===== src/rtl/ram_dual_fifo_ctrl.sv =====
// Controller that turns a 2x8 dual-bank sync-read RAM into an 8-deep FIFO of
// (a,b) pairs, with a registered output holding slot in front of the consumer.
module ram_dual_fifo_ctrl #(
  parameter int WIDTH = 8
) (
  input  logic             clk,
  input  logic             rst,
  input  logic             in_valid,
  output logic             in_ready,
  input  logic [WIDTH-1:0] in_data_a,
  input  logic [WIDTH-1:0] in_data_b,
  output logic             out_valid,
  input  logic             out_ready,
  output logic [WIDTH-1:0] out_data_a,
  output logic [WIDTH-1:0] out_data_b,
  output logic [3:0]       count,
  output logic             ram_we,
  output logic [2:0]       ram_addr_a,
  output logic [2:0]       ram_addr_b,
  output logic [WIDTH-1:0] ram_din_a,
  output logic [WIDTH-1:0] ram_din_b,
  input  logic [WIDTH-1:0] ram_dout_a,
  input  logic [WIDTH-1:0] ram_dout_b
);

  logic [3:0]       wptr_q, wptr_d;
  logic [3:0]       rptr_q, rptr_d;
  logic [3:0]       count_q, count_d;
  logic             rd_pend_q, rd_pend_d;
  logic             prio_q, prio_d;
  logic             out_valid_q, out_valid_d;
  logic [WIDTH-1:0] out_data_a_q, out_data_a_d;
  logic [WIDTH-1:0] out_data_b_q, out_data_b_d;

  logic full, empty, wr_req, rd_req, contested, wr_gnt, rd_gnt;

  // One RAM op per cycle: arbitrate write vs read, alternating on contention.
  always_comb begin
    full      = (count_q == 4'd8);
    empty     = (count_q == 4'd0);
    wr_req    = in_valid && !full;
    rd_req    = !empty && !rd_pend_q && !out_valid_q;
    contested = wr_req && rd_req;
    wr_gnt    = wr_req && !(rd_req && prio_q);
    rd_gnt    = rd_req && !(wr_req && !prio_q);
  end

  always_comb begin
    wptr_d       = wptr_q;
    rptr_d       = rptr_q;
    count_d      = count_q;
    rd_pend_d    = rd_pend_q;
    prio_d       = prio_q;
    out_valid_d  = out_valid_q;
    out_data_a_d = out_data_a_q;
    out_data_b_d = out_data_b_q;

    if (wr_gnt) begin
      wptr_d  = wptr_q + 4'd1;
      count_d = count_q + 4'd1;
    end else if (rd_gnt) begin
      rptr_d    = rptr_q + 4'd1;
      count_d   = count_q - 4'd1;
      rd_pend_d = 1'b1;
    end

    if (contested) prio_d = !prio_q;

    // RAM read data is valid the cycle after the read grant; capture it here.
    if (rd_pend_q) begin
      out_data_a_d = ram_dout_a;
      out_data_b_d = ram_dout_b;
      out_valid_d  = 1'b1;
      rd_pend_d    = 1'b0;
    end else if (out_valid_q && out_ready) begin
      out_valid_d = 1'b0;
    end
  end

  always_ff @(posedge clk or posedge rst) begin
    if (rst) begin
      wptr_q       <= '0;
      rptr_q       <= '0;
      count_q      <= '0;
      rd_pend_q    <= 1'b0;
      prio_q       <= 1'b0;
      out_valid_q  <= 1'b0;
      out_data_a_q <= '0;
      out_data_b_q <= '0;
    end else begin
      wptr_q       <= wptr_d;
      rptr_q       <= rptr_d;
      count_q      <= count_d;
      rd_pend_q    <= rd_pend_d;
      prio_q       <= prio_d;
      out_valid_q  <= out_valid_d;
      out_data_a_q <= out_data_a_d;
      out_data_b_q <= out_data_b_d;
    end
  end

  // in_ready depends only on state so the producer may wait on it combinationally.
  always_comb begin
    in_ready   = !full && !(rd_req && prio_q);
    ram_we     = wr_gnt;
    ram_addr_a = wr_gnt ? wptr_q[2:0] : rptr_q[2:0];
    ram_addr_b = ram_addr_a;
    ram_din_a  = in_data_a;
    ram_din_b  = in_data_b;
    out_valid  = out_valid_q;
    out_data_a = out_data_a_q;
    out_data_b = out_data_b_q;
    count      = count_q;
  end

endmodule


===== config.mk =====
export PLATFORM = sky130hd
export DESIGN_NAME = ram_dual_fifo_ctrl
export DESIGN_NICKNAME = d
export VERILOG_FILES = /design/src/rtl/ram_dual_fifo_ctrl.sv
export SDC_FILE = /design/constraint.sdc
export NUM_CORES = 1
export LEC_CHECK = 0
export BUFFER_PORTS_ARGS = -buffer_cell sky130_fd_sc_hd__buf_2
export CAP_MARGIN = 20
export CELL_PAD_IN_SITES_DETAIL_PLACEMENT = 2
export CELL_PAD_IN_SITES_GLOBAL_PLACEMENT = 2
export CORE_MARGIN = 4
export CORE_UTILIZATION = 24
export CTS_BUF_LIST = sky130_fd_sc_hd__clkbuf_16
export CTS_CLUSTER_SIZE = 16
export DETAILED_ROUTE_END_ITERATION = 8
export PLACE_DENSITY_LB_ADDON = 0.3
export SLEW_MARGIN = 20
export SYNTH_ARGS = -nofsm -noshare
export SYNTH_HDL_FRONTEND = slang
export SYNTH_SLANG_ARGS = --single-unit

===== constraint.sdc =====
create_clock -name clk -period 2.14 [get_ports clk]
set_input_delay 0 -clock clk [delete_from_list [all_inputs] [get_ports clk]]
set_output_delay 0 -clock clk [all_outputs]
set_load 0.01 [all_outputs]

-- Word-level counts from Yosys, hierarchy flattened
Cells that the tools add are included.
- input port bits: 36
- register bits: 31
- reduce and logical (&&, ||, !) cells: 21
- muxes and demuxes: 8
- bitwise logic cells: 1
- add/sub/neg operators: 4
- equality and inequality tests: 1
- operators with widths (kind ; number):
    $add A4 B1 Y4 const B ; 3
    $logic_and A1 B1 Y1 ; 10
    $mux W4 ; 2
    $logic_not A1 Y1 ; 7
    $mux W1 ; 5
    $eq A4 B4 Y1 const B ; 1
    $logic_not A4 Y1 ; 1
    $reduce_bool A2 Y1 ; 2
    $sub A4 B1 Y4 const B ; 1
    $mux W3 ; 1
    $reduce_and A2 Y1 ; 1
    $not A1 Y1 ; 1

-- Depth between registers and ports, before layout
- word-level depth: 9
- mapped depth: 10
- depth with buffers taken out: 9

-- Worst setup path after synthesis
No wires, ideal clock.
- path kind: reg2reg
- start point: reg count_q[1] (netlist: count[1])
- end point: reg count_q[3] (netlist: count[3])
- required time: 2.013 ns
- data arrival time: 2.049 ns
- cell stages (with the launch flop): 11
- path slack: -0.036 ns
- clock period less this slack: 2.176 ns
- cell sequence: dfrtp_1 -> buf_6 -> or4_4 -> nand2_1 -> nand3_2 -> ha_1 -> nand2_1 -> nand2b_1 -> a22oi_1 -> a21o_1 -> xnor2_1
- longest elaborated chain between the ends: 8
- elaborated cells on any way between the ends: 18
- RTL lines (element ; line ; source):
    start: declaration ; 28 ; logic [3:0] count_q, count_d;
    start signal: assignment ; 93 ; count_q <= count_d;
    parallel branches: the longest is 8 deep, another holds $sub A4 B1 Y4 ; -- ;
Parallel ways; which one is timed is not known. The select of a mux whose other input is x is not followed.
A chain may end at the register's enable or synchronous reset.

-- Worst setup path in the final report
- start point: reg count_q[3] (netlist: count[3])
- end point: out ram_addr_a[2]
- longest elaborated chain between the ends: 8
- elaborated cells on any way between the ends: 11
- RTL lines (element ; line ; source):
    $logic_not A4 Y1 ; 40 ; empty = (count_q == 4'd0);
    $logic_not A1 Y1 ; 42 ; rd_req = !empty && !rd_pend_q && !out_valid_q;
    $logic_and A1 B1 Y1 (2 in series) ; 42 ;
    $logic_and A1 B1 Y1 ; 44 ; wr_gnt = wr_req && !(rd_req && prio_q);
    $logic_not A1 Y1 ; 44 ;
    $logic_and A1 B1 Y1 * ; 44 ;
    $mux W3 * ; 106 ; ram_addr_a = wr_gnt ? wptr_q[2:0] : rptr_q[2:0];
    end: declaration ; 18 ; output logic [2:0] ram_addr_a,
Every way passes the cells marked *; elsewhere a longest branch is shown, timed or not.

==> reports/results.txt <==
Comb power frac - 0.508
via count - 1,112
Final period util - 0.978
total CTS buffers - 5
Clk pwr share - 0.211
maximum VDD drop - 0.482 mV
MaxCap Viol Count - 0
final worst setup slack - 0.0467 ns
final hold vios - 0
fin crit period - 2.09 ns
Main synth FF type - dfrtp_1
DRT iter0 DRCs - 21
switch share - 0.355
root buffer cell - clkbuf_16
vias in the first global route - 1,272
YS warnings - 0
final hold slack - 0.00000389 ns
Most Crowded Layer GR - met2
share of the synthesized area in the top cell type - 0.487
Post-Syn Area - 1490 um2
skew final - 0.00621 ns
Post-synth EDFFs - 0
Seq/Total Area, Yosys - 0.487
synth cell count leaders - dfrtp_1 (29), mux2_2 (22), buf_4 (19)
net load switching power - 1.29 mW
Cell Area, Placed - 1700 um2
core area - 5960 um2
diode count - 0
Yosys cell types - 29
die area - 7530 um2
DP HPWL - 2880 um
Critical Path AT - 2.09 ns
layout cells sized above 1 - 0.555
# nets final - 221
worst-path fanout max - 9
grt ovf - 0
critical path capture point type - primary output
met1 Usage GRT - 0.113
Critical Path Start - count[3]$_DFFE_PP0P_
Rows - 28
final core occ - 0.355
Flop pwr share - 0.281
CTS clock-pin slew for the worst setup and hold paths - 0.05 ns
Die Ht - 86.8 um
first-pass GRT wire length - 6560 um
Setup WS pre-CTS - 0.0235 ns
Final Power - 3.63 mW
CP Data Required Time - 2.14 ns
Global Route Usage Sum - 0.114
final setup vio count - 0
WL/cell - 16.1 um
Routed WL - 4130 um
worst hold start - in_data_b[7]
Synth area leaders - dfrtp_1 (49%), mux2_2 (17%), buf_4 (9.6%)
Slew headroom - 0.612
HP Class - in2out
post-route ant nets - 0
clock sink total - 29
status - complete, no violations
Starting Density - 0.250
worst skew pair latency - 0.27 ns
ys async rst share - 1.00
RSZ-0062 raised after global routing - true
max-slew violations - 0
Synth area leader - dfrtp_1
Setup CP Type - reg2out
met2 Usage GRT - 0.219
Layout area overhead - 41.7%
P_leak - 0.983 nW
via/cell ratio - 4.33
Max Clock Freq - 478 MHz
count leader, synth - dfrtp_1
Fillers - 636
Die X-Extent - 86.8 um
drc violations - 0
Mapped Nets - 160
Int Pwr - 2.34 mW
Slew @ Worst Pin - 0.574 ns
Syn Inst Count - 120
maximum buffer depth of the clock tree - 2
design area - 2110 um2
depth of the CTS H-tree - 2
TritonRoute pass-1 iters - 2
Synth Register Bits - 29
largest net degree at the start of global routing - 30
Syn Area/Cell - 12.4 um2
routability congestion estimate - 0.739
Port Buffer Count - 48
Ports - 81
CP startpoint kind - register
met3 global-route usage - 0.0266
CTS tree - done
R2R Path Start - count[3]$_DFFE_PP0P_
initial antenna violation count - 0
power per cell area - 1720 nW/um2
-- flip-flops by register name, summed over array words and instances, names as in the netlist --
name,cells
count,4
out_data_a,8
out_data_b,8
out_valid,1
prio_q,1
rd_pend_q,1
rptr_q,3
wptr_q,3
-- final cells by class --
cell class,count,area (um2),share of cell area
inverter,5,23.8,0.0113
multi-input combinational,62,591,0.280
sequential,29,726,0.344
timing repair buffer,78,515,0.244
clock buffer,5,125,0.0592
tap,75,93.8,0.0444
clock inverter,3,37.5,0.0178
-- critical path: stages, from the launching register on --
cell,delay [ns]
dfrtp_1,0.38
or4_4,0.56
nand2_4,0.08
nand3_4,0.10
clkinv_4,0.08
buf_8,0.12
mux2_2,0.35
buf_2,0.14
-- metrics by stage --
stage	setup TNS (ns)	cells
after global placement	0	226
after floorplan	-0.00961	120
after detailed placement	0	226
after global routing	-0.132	257
final	0	257
after CTS	0	252
-- final timing paths --
path / cells past startpoint / end / slack, ns
setup reg to reg: 9 / count[3]$_DFFE_PP0P_ / 0.08
max in group asynchronous: 4 / count[1]$_DFFE_PP0P_ / 1.50
setup / recovery: 7 / ram_addr_a[2] / 0.05
min in group asynchronous: 4 / rptr_q[2]$_DFFE_PP0P_ / 0.36
hold / removal: 0 / ram_din_b[7] / 0.000004
hold reg to reg: 1 / wptr_q[2]$_DFFE_PP0P_ / 0.47
-- power groups by stage --
stage	registers [mW]	clock network, mW	logic [mW]
global placement	1.00	0	1.64
global route	1.06	0.810	2.03
floorplan	1.12	0	1.10
finish	1.02	0.766	1.84
CTS	1.03	0.787	1.79
detailed placement	1.03	0	1.71
-- cell usage in the layout, fill, tap and decap left out, drive strengths merged --
cell and instances:
mux2 22, a22oi 1, nor3 1, o311a 1, a21o 2, bufinv 1, xnor2 6, nor4b 1
clkinv 2, buf 61, ha 4, nand3 2, or4 1, and2 1, clkbuf 5, a21oi 6
xor2 2, dfrtp 29, dlygate4sd3 17, o22ai 1, nor2 1, nand2b 1, o32a 1, nor3b 2
inv 5, nand2 6
-- logic make-up after synthesis --
logic type               share of synthesized area
buffers and inverters                        0.144
AO/OA/AOI/OAI                               0.0588
multiplexers                                 0.166
flip-flops                                   0.487
AND/OR/NAND/NOR                             0.0638
adder cells (fa/ha/maj)                     0.0336
XOR/XNOR                                    0.0470
-- routing by layer --
layer | up-vias | routed length (um)
li1 | 514 | -
met1 | 557 | 1470
met2 | 31 | 2390
met3 | 10 | 189
met4 | 0 | 82
met5 | - | 0
-- repair_timing --
item	CTS	global route
resized for setup	5	4
endpoints found under the setup margin	6	7
pin swaps	1	2
setup buffers	1	5
hold buffers	17	0
endpoints found under the hold margin	45	0
(Power assumes the default switching activity.)
